<file path="src/rtl/fetch_ifid_stage.sv">
// Fetch PC, imem request/ack handshake and IF/ID register with a one-entry hold buffer.
// Optional IF/ID load counters are built in when IFID_PERF_CNT_EN is defined.
module fetch_ifid_stage #(
  parameter int                    ADDR_WIDTH = 32,
  parameter int                    DATA_WIDTH = 32,
  parameter logic [ADDR_WIDTH-1:0] RESET_PC   = '0
) (
  input  logic                  clk,
  input  logic                  rst_n,
  input  logic                  stall_F,
  input  logic                  stall_D,
  input  logic                  pc_src_d,
  input  logic [ADDR_WIDTH-1:0] branch_target_d,
  input  logic                  jmp_d,
  input  logic [ADDR_WIDTH-1:0] jump_target_d,
  output logic                  imem_req,
  output logic [ADDR_WIDTH-1:0] imem_addr,
  input  logic                  imem_ack,
  input  logic [DATA_WIDTH-1:0] imem_rdata,
  output logic [DATA_WIDTH-1:0] instr_d,
  output logic [ADDR_WIDTH-1:0] pc_plus4_d,
  output logic                  valid_d,
  output logic                  fetch_stall
`ifdef IFID_PERF_CNT_EN
  ,
  output logic [31:0]           perf_fetched,
  output logic [31:0]           perf_bubbles
`endif
);

  typedef enum logic [1:0] {S_FETCH, S_HOLD, S_DISCARD} state_e;

  typedef struct packed {
    logic [DATA_WIDTH-1:0] instr;
    logic [ADDR_WIDTH-1:0] pc4;
    logic                  valid;
  } ifid_t;

  state_e                state_q, state_d;
  logic [ADDR_WIDTH-1:0] pc_q, pc_d;
  ifid_t                 ifid_q, ifid_d;
  logic                  ifid_ld;
  logic [DATA_WIDTH-1:0] hold_q, hold_d;
  logic [ADDR_WIDTH-1:0] hold_pc4_q, hold_pc4_d;
  logic [ADDR_WIDTH-1:0] pend_q, pend_d;

  logic                  stall, redirect;
  logic [ADDR_WIDTH-1:0] target, pc_plus4;

  always_comb begin
    stall    = stall_F | stall_D;
    redirect = ifid_q.valid & (pc_src_d | jmp_d) & ~stall_D;
    target   = jmp_d ? jump_target_d : branch_target_d;
    pc_plus4 = pc_q + ADDR_WIDTH'(4);
  end

  // ifid_d defaults to a bubble; ifid_ld gates whether IF/ID is written at all.
  always_comb begin
    state_d    = state_q;
    pc_d       = pc_q;
    ifid_d     = '0;
    ifid_ld    = 1'b0;
    hold_d     = hold_q;
    hold_pc4_d = hold_pc4_q;
    pend_d     = pend_q;
    unique case (state_q)
      S_FETCH: begin
        if (imem_ack) begin
          if (redirect) begin
            pc_d    = target;
            ifid_ld = 1'b1;
          end else if (stall) begin
            hold_d     = imem_rdata;
            hold_pc4_d = pc_plus4;
            state_d    = S_HOLD;
          end else begin
            ifid_d  = '{instr: imem_rdata, pc4: pc_plus4, valid: 1'b1};
            ifid_ld = 1'b1;
            pc_d    = pc_plus4;
          end
        end else if (redirect) begin
          pend_d  = target;
          state_d = S_DISCARD;
          ifid_ld = 1'b1;
        end else if (!stall_D) begin
          ifid_ld = 1'b1;
        end
      end
      S_HOLD: begin
        if (redirect) begin
          pc_d    = target;
          state_d = S_FETCH;
          ifid_ld = 1'b1;
        end else if (!stall) begin
          ifid_d  = '{instr: hold_q, pc4: hold_pc4_q, valid: 1'b1};
          ifid_ld = 1'b1;
          pc_d    = pc_plus4;
          state_d = S_FETCH;
        end else if (!stall_D) begin
          // Decode moves on while fetch is frozen: feed it a bubble.
          ifid_ld = 1'b1;
        end
      end
      S_DISCARD: begin
        if (imem_ack) begin
          pc_d    = pend_q;
          state_d = S_FETCH;
        end
        ifid_ld = ~stall_D;
      end
      default: begin
        state_d = S_FETCH;
      end
    endcase
  end

  always_ff @(posedge clk or negedge rst_n) begin
    if (!rst_n) begin
      state_q    <= S_FETCH;
      pc_q       <= RESET_PC;
      ifid_q     <= '0;
      hold_q     <= '0;
      hold_pc4_q <= '0;
      pend_q     <= '0;
    end else begin
      state_q    <= state_d;
      pc_q       <= pc_d;
      hold_q     <= hold_d;
      hold_pc4_q <= hold_pc4_d;
      pend_q     <= pend_d;
      if (ifid_ld) ifid_q <= ifid_d;
    end
  end

  // Request is gated by rst_n so nothing is issued while reset is held.
  assign imem_req    = rst_n & (state_q != S_HOLD);
  assign imem_addr   = pc_q;
  assign fetch_stall = rst_n & (((state_q == S_FETCH) & ~imem_ack) | (state_q == S_DISCARD));
  assign instr_d     = ifid_q.instr;
  assign pc_plus4_d  = ifid_q.pc4;
  assign valid_d     = ifid_q.valid;

`ifdef IFID_PERF_CNT_EN
  logic [31:0] perf_fetched_q, perf_fetched_d;
  logic [31:0] perf_bubbles_q, perf_bubbles_d;

  always_comb begin
    perf_fetched_d = perf_fetched_q;
    perf_bubbles_d = perf_bubbles_q;
    if (ifid_ld) begin
      if (ifid_d.valid) perf_fetched_d = perf_fetched_q + 32'd1;
      else              perf_bubbles_d = perf_bubbles_q + 32'd1;
    end
  end

  always_ff @(posedge clk or negedge rst_n) begin
    if (!rst_n) begin
      perf_fetched_q <= '0;
      perf_bubbles_q <= '0;
    end else begin
      perf_fetched_q <= perf_fetched_d;
      perf_bubbles_q <= perf_bubbles_d;
    end
  end

  assign perf_fetched = perf_fetched_q;
  assign perf_bubbles = perf_bubbles_q;
`endif

endmodule
</file>
<file path="config.mk">
export PLATFORM = sky130hd
export DESIGN_NAME = fetch_ifid_stage
export DESIGN_NICKNAME = d
export VERILOG_FILES = /design/src/rtl/fetch_ifid_stage.sv
export SDC_FILE = /design/constraint.sdc
export NUM_CORES = 1
export LEC_CHECK = 0
export ABC_AREA = 1
export CORE_ASPECT_RATIO = 2
export CORE_MARGIN = 3
export CORE_UTILIZATION = 38
export CTS_CLUSTER_DIAMETER = 40
export DETAILED_ROUTE_END_ITERATION = 7
export HOLD_SLACK_MARGIN = 0.06
export PLACE_DENSITY = 0.66
export SETUP_SLACK_MARGIN = 0.2
export SLEW_MARGIN = 25
export SYNTH_ARGS = -nofsm -noshare
export SYNTH_HDL_FRONTEND = slang
export SYNTH_SLANG_ARGS = --single-unit
</file>
<file path="constraint.sdc">
create_clock -name clk -period 1.76 [get_ports clk]
set_input_delay 0.352 -clock clk [delete_from_list [all_inputs] [get_ports clk]]
set_output_delay 0.352 -clock clk [all_outputs]
set_load 0.01 [all_outputs]
</file>
==> reports/qor.yml, run 1 <==
min_period_ns: 1.86
cts_buffers: 17
rrSetupSlack_ns: -0.09
nFillCells: 1868
ant_nets: 0
io_buffers: 201
routedWlPerCell_microns: 20.2
critical_path.endpoint: "fetch_stall"
pre_cts_slack_ns: -0.412
cts_tree: "done"
syn_nets: 1340
yosysTopAreaCell: "dfrtp_1"
cp_max_fo: 2
drive_gt1_share_pct: 37.8
vias: 10300
cp.depth: 6
drt_wl_total_mm: 39.3
max-vdd-ir-drop_mv: 0.750
p_int_w: 0.0147
grt_pass1_wl_mm: 50.2
placed_cell_area_sq_um: 12500
nNetsFinal: 1703
cp-start-kind: "flop"
critical_path.max_stage_delay_ns: 0.41
finalClockSkew_ns: 0.00969
grt_max_degree: 93
power_switching_w: 0.0104
ys_types: 36
clock_sinks: 195
slowest_stage: "dfrtp_1"
overflow: 0
final_common_cell: "nand2_1"
multi_input_area_sq_um: 5660
seqPwrFrac_pct: 31.8
synth.area.top_cells: "dfrtp_1, nand2_1, o21ai_0"
critPathKind: "flop to primary output"
drv_cap: 0
fmax_ghz: 0.539
slew_viol_final: 0
worst-r2r-cell-count: 12
critical_path_required_ns: 1.41
end_kind: "primary output"
seqCellArea_sq_um: 4900
max-slew-margin-rel_pct: 65.6
syn_area_per_cell_sq_um: 7.74
root_buffer: "clkbuf_16"
rsz0062_at_grt: "true"
gp_congestion: 0.862
r2r_end: "imem_addr[14]"
htree_levels: 4
cts.path.max_buffers: 2
die_y_microns: 230
hpwl_mm: 21.4
p_total_w: 0.0251
area_growth_pct: 70.9
timing.rr.start: "state_q[1]"
initialDrtViolationCount: 765
initial_utilization_pct: 38.8
fin_area_sq_um: 16300
synth-seq-area-share_pct: 51.0
layout_setup_ws_ns: -0.0963
crit_arrival_ns: 1.50
violations: "setup timing"
viasPerCell: 5.30
worstHoldPathCells: 3
yosys_warnings: 0
p_clk_share_pct: 16.0
synth_top_area_share_pct: 51.0
clock_latency_ns: 0.46
syn_inst: 1236
row_count: 81
finalHoldViolCount: 0
min-delay-start: "imem_rdata[30]"
power_frac_comb_pct: 52.2
status: "finished, violations left"
critPathTopFamily: "flip-flops"
startpoint: "state_q[1]"
final-setup-viol-count: 81
hold_path.class: "input port to flop"
synth_area_sq_um: 9560
fp.coreArea_sq_um: 24600
fin_crit_sh_pct: 105
grt_pass1_vias: 9328
io-pin-count: 202
firstDrtPassIters: 5
final_cell_mix: "nand2_1, dfrtp_1, clkdlybuf4s50_1, nand2_2, buf_4"
fin_cells: 1945
clkSlewWorstSetupHoldPaths_ns: 0.07
route.detailed.drc: 0
antenna_found_initial: 1
dp.cells: 1791
fp.dieW_microns: 118
yosys_register_bits: 195
power_leakage_nw: 8.07
cp_num_buf_inv: 3
tightest_slew_ns: 0.516
sw_frac_of_total_pct: 41.3
dieArea_sq_um: 27200
groute.usage.overall_pct: 23.4
pwr_density_cell_nw_per_um2: 1540
crit_chain: "inv_2 -> nand2_2 -> nor2_1 -> inv_1 -> a21oi_2 -> buf_2"
## worst min-delay path: stages
cell and delay, ns:
clkdlybuf4s50_1 0.43, nand2_1 0.08, nand2_1 0.04
## cell families after synthesis
group           count (synthesis)  share of synthesized area, %
simple gates                  739                          31.9
compound gates                165                          9.51
fa+ha+maj                       1                         0.131
mux                             3                         0.314
flops                         195                          51.0
buf+inv                       122                          6.10
xor+xnor                       11                          1.01
## how the worst min path moves through the flow
stage,to,slack (ns)
2_1_floorplan,hold_pc4_q[0],0.06
3_3_place_gp,hold_q[9],0.45
3_5_place_dp,hold_q[21],0.46
4_1_cts,hold_q[14],0.46
5_1_grt,hold_q[30],0.48
6_report,hold_q[30],0.48
## power by group through the flow
stage	logic (W)	registers, W	clock network [W]
3_5_place_dp	0.00857	0.00779	0
2_1_floorplan	0.00402	0.00795	0
5_1_grt	0.0139	0.00820	0.00426
3_3_place_gp	0.00840	0.00774	0
4_1_cts	0.0102	0.00765	0.00406
6_report	0.0131	0.00800	0.00403
## final cells by class
class | count | area share [%]
multi-input cells | 919 | 34.6
flip-flops and latches | 195 | 30.0
repair buffers | 404 | 27.5
clock buffers | 18 | 2.69
well taps | 332 | 2.54
inverters | 62 | 1.69
clock inverters | 14 | 0.926
diodes | 1 | 0.0153
## through the flow
step | hold slack (ns) | utilization, % | TNS, ns
5_1_grt | 0.481 | 66.4 | -7.17
3_3_place_gp | 0.455 | 50.9 | -54.51
3_5_place_dp | 0.460 | 50.9 | -61.91
4_1_cts | 0.462 | 58.3 | -0.0413
6_report | 0.477 | 66.4 | -3.49
2_1_floorplan | 0.0564 | - | 0
## cells in the mapped netlist
master    count
nand2_1     517
dfrtp_1     195
nor2_1       98
o21ai_0      86
nand3_1      75
inv_1        56
a21oi_1      32
buf_2        26
clkbuf_1     17
o211ai_1     17
or2_2        16
buf_4        10
o21ai_1      10
nand3b_1      8
a31oi_1       7
buf_6         7
a22oi_1       6
xnor2_1       6
and2_1        5
inv_2         5
nand2_2       5
xor2_1        5
nor2_2        4
nor2_4        4
mux2i_1       3
nand4_1       3
o21bai_1      3
a21o_1        2
and2_4        1
ha_1          1
inv_4         1
nand3_2       1
nor2_8        1
nor3_4        1
o21ai_2       1
o22ai_1       1
## flip-flops by register name (all words and copies together), names as in the netlist
| name | count |
|---|---|
| hold_pc4_q | 32 |
| hold_q | 32 |
| imem_addr | 32 |
| instr_d | 32 |
| pc_plus4_d | 32 |
| pend_q | 32 |
| state_q | 2 |
| valid_d | 1 |
## routing by layer
metal / up-vias / track usage (%) / wire length (microns)
li1: 4671 / - / -
met1: 4976 / 23.9 / 12900
met2: 468 / 44.1 / 21000
met3: 195 / 3.97 / 1870
met4: 0 / 13.8 / 3470
met5: - / 0 / 0
## what timing repair did
action                     CTS  global route
hold endpoints to repair    36             0
pin swaps                   55            81
setup endpoints to repair  260           311
gates resized for setup    382           350
setup buffers               45            39
hold buffers                 1             0
gates cloned                12            24
No activity file was read; power rests on OpenSTA's default activity.
==> run 2, diff against run 1 <==
--- a/config.mk
+++ b/config.mk
@@ -8,11 +8,11 @@
 export ABC_AREA = 1
 export CORE_ASPECT_RATIO = 2
 export CORE_MARGIN = 3
-export CORE_UTILIZATION = 38
+export CORE_UTILIZATION = 25
 export CTS_CLUSTER_DIAMETER = 40
 export DETAILED_ROUTE_END_ITERATION = 7
 export HOLD_SLACK_MARGIN = 0.06
-export PLACE_DENSITY = 0.66
+export PLACE_DENSITY = 0.49
 export SETUP_SLACK_MARGIN = 0.2
 export SLEW_MARGIN = 25
 export SYNTH_ARGS = -nofsm -noshare
==> reports/qor.yml, run 2 (synthesized netlist as in run 1, its figures left out) <==
status: "finished, violations left"
violations: "setup timing"
nNetsFinal: 1679  # -1.4%
final-setup-viol-count: 1  # -99%
seqPwrFrac_pct: 33.4  # +1.6 points
tightest_slew_ns: 0.473  # -0.0433 ns
drv_cap: 0  # unchanged
initialDrtViolationCount: 432  # -44%
slowest_stage: "dfrtp_1"
grt_pass1_vias: 9177  # -1.6%
final_common_cell: "nand2_1"
busiest_layer: "met2"
io-pin-count: 202  # unchanged
crit_arrival_ns: 1.45  # -0.05 ns
cts_buffers: 17  # unchanged
startpoint: "state_q[1]"
tns_ns: -0.0384  # +3.46 ns
layout_setup_ws_ns: -0.0384  # +0.0579 ns
cts.path.max_buffers: 2  # unchanged
rsz0062_at_grt: "true"
io_buffers: 201  # unchanged
nFillCells: 3765  # +100%
final_cell_mix: "nand2_1, dfrtp_1, clkdlybuf4s50_1, buf_4, dlygate4sd2_1"
overflow: 0  # unchanged
drive_gt1_share_pct: 31.4  # -6.4 points
fmax_ghz: 0.556  # +3.2%
root_buffer: "clkbuf_16"
clock_sinks: 195  # unchanged
finalHoldViolCount: 0  # unchanged
r2r_end: "pc_plus4_d[20]"
fp.dieW_microns: 144  # +22%
grt_util_met2_pct: 31.1  # -13 points
p_int_w: 0.0136  # -7.7%
grt_pass1_wl_mm: 51.5  # +2.6%
groute.usage.overall_pct: 16.4  # -7.0 points
power_switching_w: 0.00942  # -9.3%
ant_nets: 0  # unchanged
pwr_density_cell_nw_per_um2: 1490  # -3.3%
critical_path.max_stage_delay_ns: 0.39  # -0.02 ns
row_count: 100  # +23%
clock_latency_ns: 0.47  # about the same
route.detailed.drc: 0  # unchanged
power_leakage_nw: 7.49  # -7.1%
timing.rr.start: "imem_addr[3]"
power_frac_comb_pct: 49.2  # -3.0 points
cts_tree: "done"
clkSlewWorstSetupHoldPaths_ns: 0.08  # about the same
gp_congestion: 0.856  # -0.72%
firstDrtPassIters: 6  # +1
finalClockSkew_ns: 0.0119  # +0.00223 ns
p_total_w: 0.0230  # -8.4%
area_growth_pct: 61.9
htree_levels: 4  # unchanged
fin_crit_sh_pct: 102  # -3.3 points
slew_viol_final: 0  # unchanged
routedWlPerCell_microns: 18.1  # -10%
critical_path_required_ns: 1.41  # about the same
end_kind: "primary output"
vias: 9470  # -8.1%
num_antenna_cells: 0  # -1
viasPerCell: 4.63  # -13%
grtUsageMet3_pct: 2.69  # -1.3 points
max-slew-margin-rel_pct: 68.2  # +2.6 points
crit_chain: "inv_2 -> nand2_2 -> nor2_1 -> inv_1 -> a21oi_2 -> buf_2"
hold_path.class: "input port to flop"
cp-start-kind: "flop"
critPathKind: "flop to primary output"
fp.coreArea_sq_um: 37500  # +52%
hpwl_mm: 24.4  # +14%
initial_utilization_pct: 25.5  # -13 points
worst-r2r-cell-count: 9  # -3
grt_max_degree: 73  # -22%
p_clk_share_pct: 17.3  # +1.3 points
min_period_ns: 1.80  # -0.0579 ns
grtUsageMet1_pct: 17.6  # -6.3 points
antenna_found_initial: 0  # -1
critical_path.endpoint: "fetch_stall"
dieArea_sq_um: 40800  # +50%
sw_frac_of_total_pct: 40.9  # -0.41 points
holdWs_ns: 0.335  # -0.142 ns
drt_wl_total_mm: 37.1  # -5.5%
cp_max_fo: 2  # unchanged
rrSetupSlack_ns: 0.03  # +0.12 ns
max-vdd-ir-drop_mv: 0.781  # +4.0%
die_y_microns: 283  # +23%
==> run 2: timing repair <==
action | CTS | global route
resized for setup | 323 | 256
pin swaps | 59 | 78
endpoints found under the setup margin | 248 | 213
hold buffers | 1 | 0
setup buffers | 26 | 25
hold endpoints to repair | 69 | 0
gates cloned | 5 | 15
==> run 2: worst max-delay path: cells and delay by family, from the launching register on <==
family,cells,cell delay (ns)
buffers and inverters,3,0.30
DFF,1,0.39
AOI/OAI and AO/OA,1,0.15
and+or+nand+nor,2,0.15
==> run 2: cell type report <==
type                            count  area, sq um  share of cell area [%]
Multi-Input combinational cell    919         5110                    33.0
Timing Repair Buffer              380         4040                    26.1
Clock inverter                     15          159                    1.03
Sequential cell                   195         4890                    31.6
Inverter                           62          279                    1.80
Clock buffer                       17          425                    2.75
Tap cell                          459          574                    3.71
==> run 2: power by group through the flow <==
stage	Combinational [W]	Clock (W)	Sequential [W]
2_1_floorplan	0.00402	0	0.00795
3_3_place_gp	0.00893	0	0.00771
3_5_place_dp	0.00903	0	0.00774
4_1_cts	0.00977	0.00409	0.00756
5_1_grt	0.0123	0.00427	0.00793
6_report	0.0113	0.00399	0.00770
==> run 2: worst min path at each step <==
stage / from / to / slack [ns] / depth (start not counted)
detailed placement: hold_q[18] / hold_q[18] / 0.46 / 2
CTS: imem_rdata[22] / hold_q[22] / 0.45 / 3
floorplan: rst_n / hold_pc4_q[0] / 0.06 / 0
global placement: hold_pc4_q[3] / hold_pc4_q[3] / 0.45 / 2
finish: imem_ack / state_q[1] / 0.34 / 3
global route: imem_ack / state_q[1] / 0.33 / 3
==> run 2: through the flow <==
| step | setup WS, ns | area (sq um) | cells | utilization, % |
|---|---|---|---|---|
| after floorplan | 0.199 | 9580 | 1236 | - |
| after global placement | -0.427 | 13000 | 1943 | 34.5 |
| after detailed placement | -0.429 | 13000 | 1943 | 34.5 |
| after CTS | -0.0848 | 14200 | 2007 | 37.9 |
| after global routing | -0.0937 | 15500 | 2047 | 41.2 |
| final | -0.0384 | 15500 | 2047 | 41.2 |
==> run 2: metal layers <==
layer | wire length, microns | vias up | part of all wire, %
li1 | - | 4614 | -
met1 | 13100 | 4540 | 35
met2 | 21000 | 244 | 57
met3 | 1250 | 72 | 3.4
met4 | 1720 | 0 | 4.6
met5 | 0 | - | 0
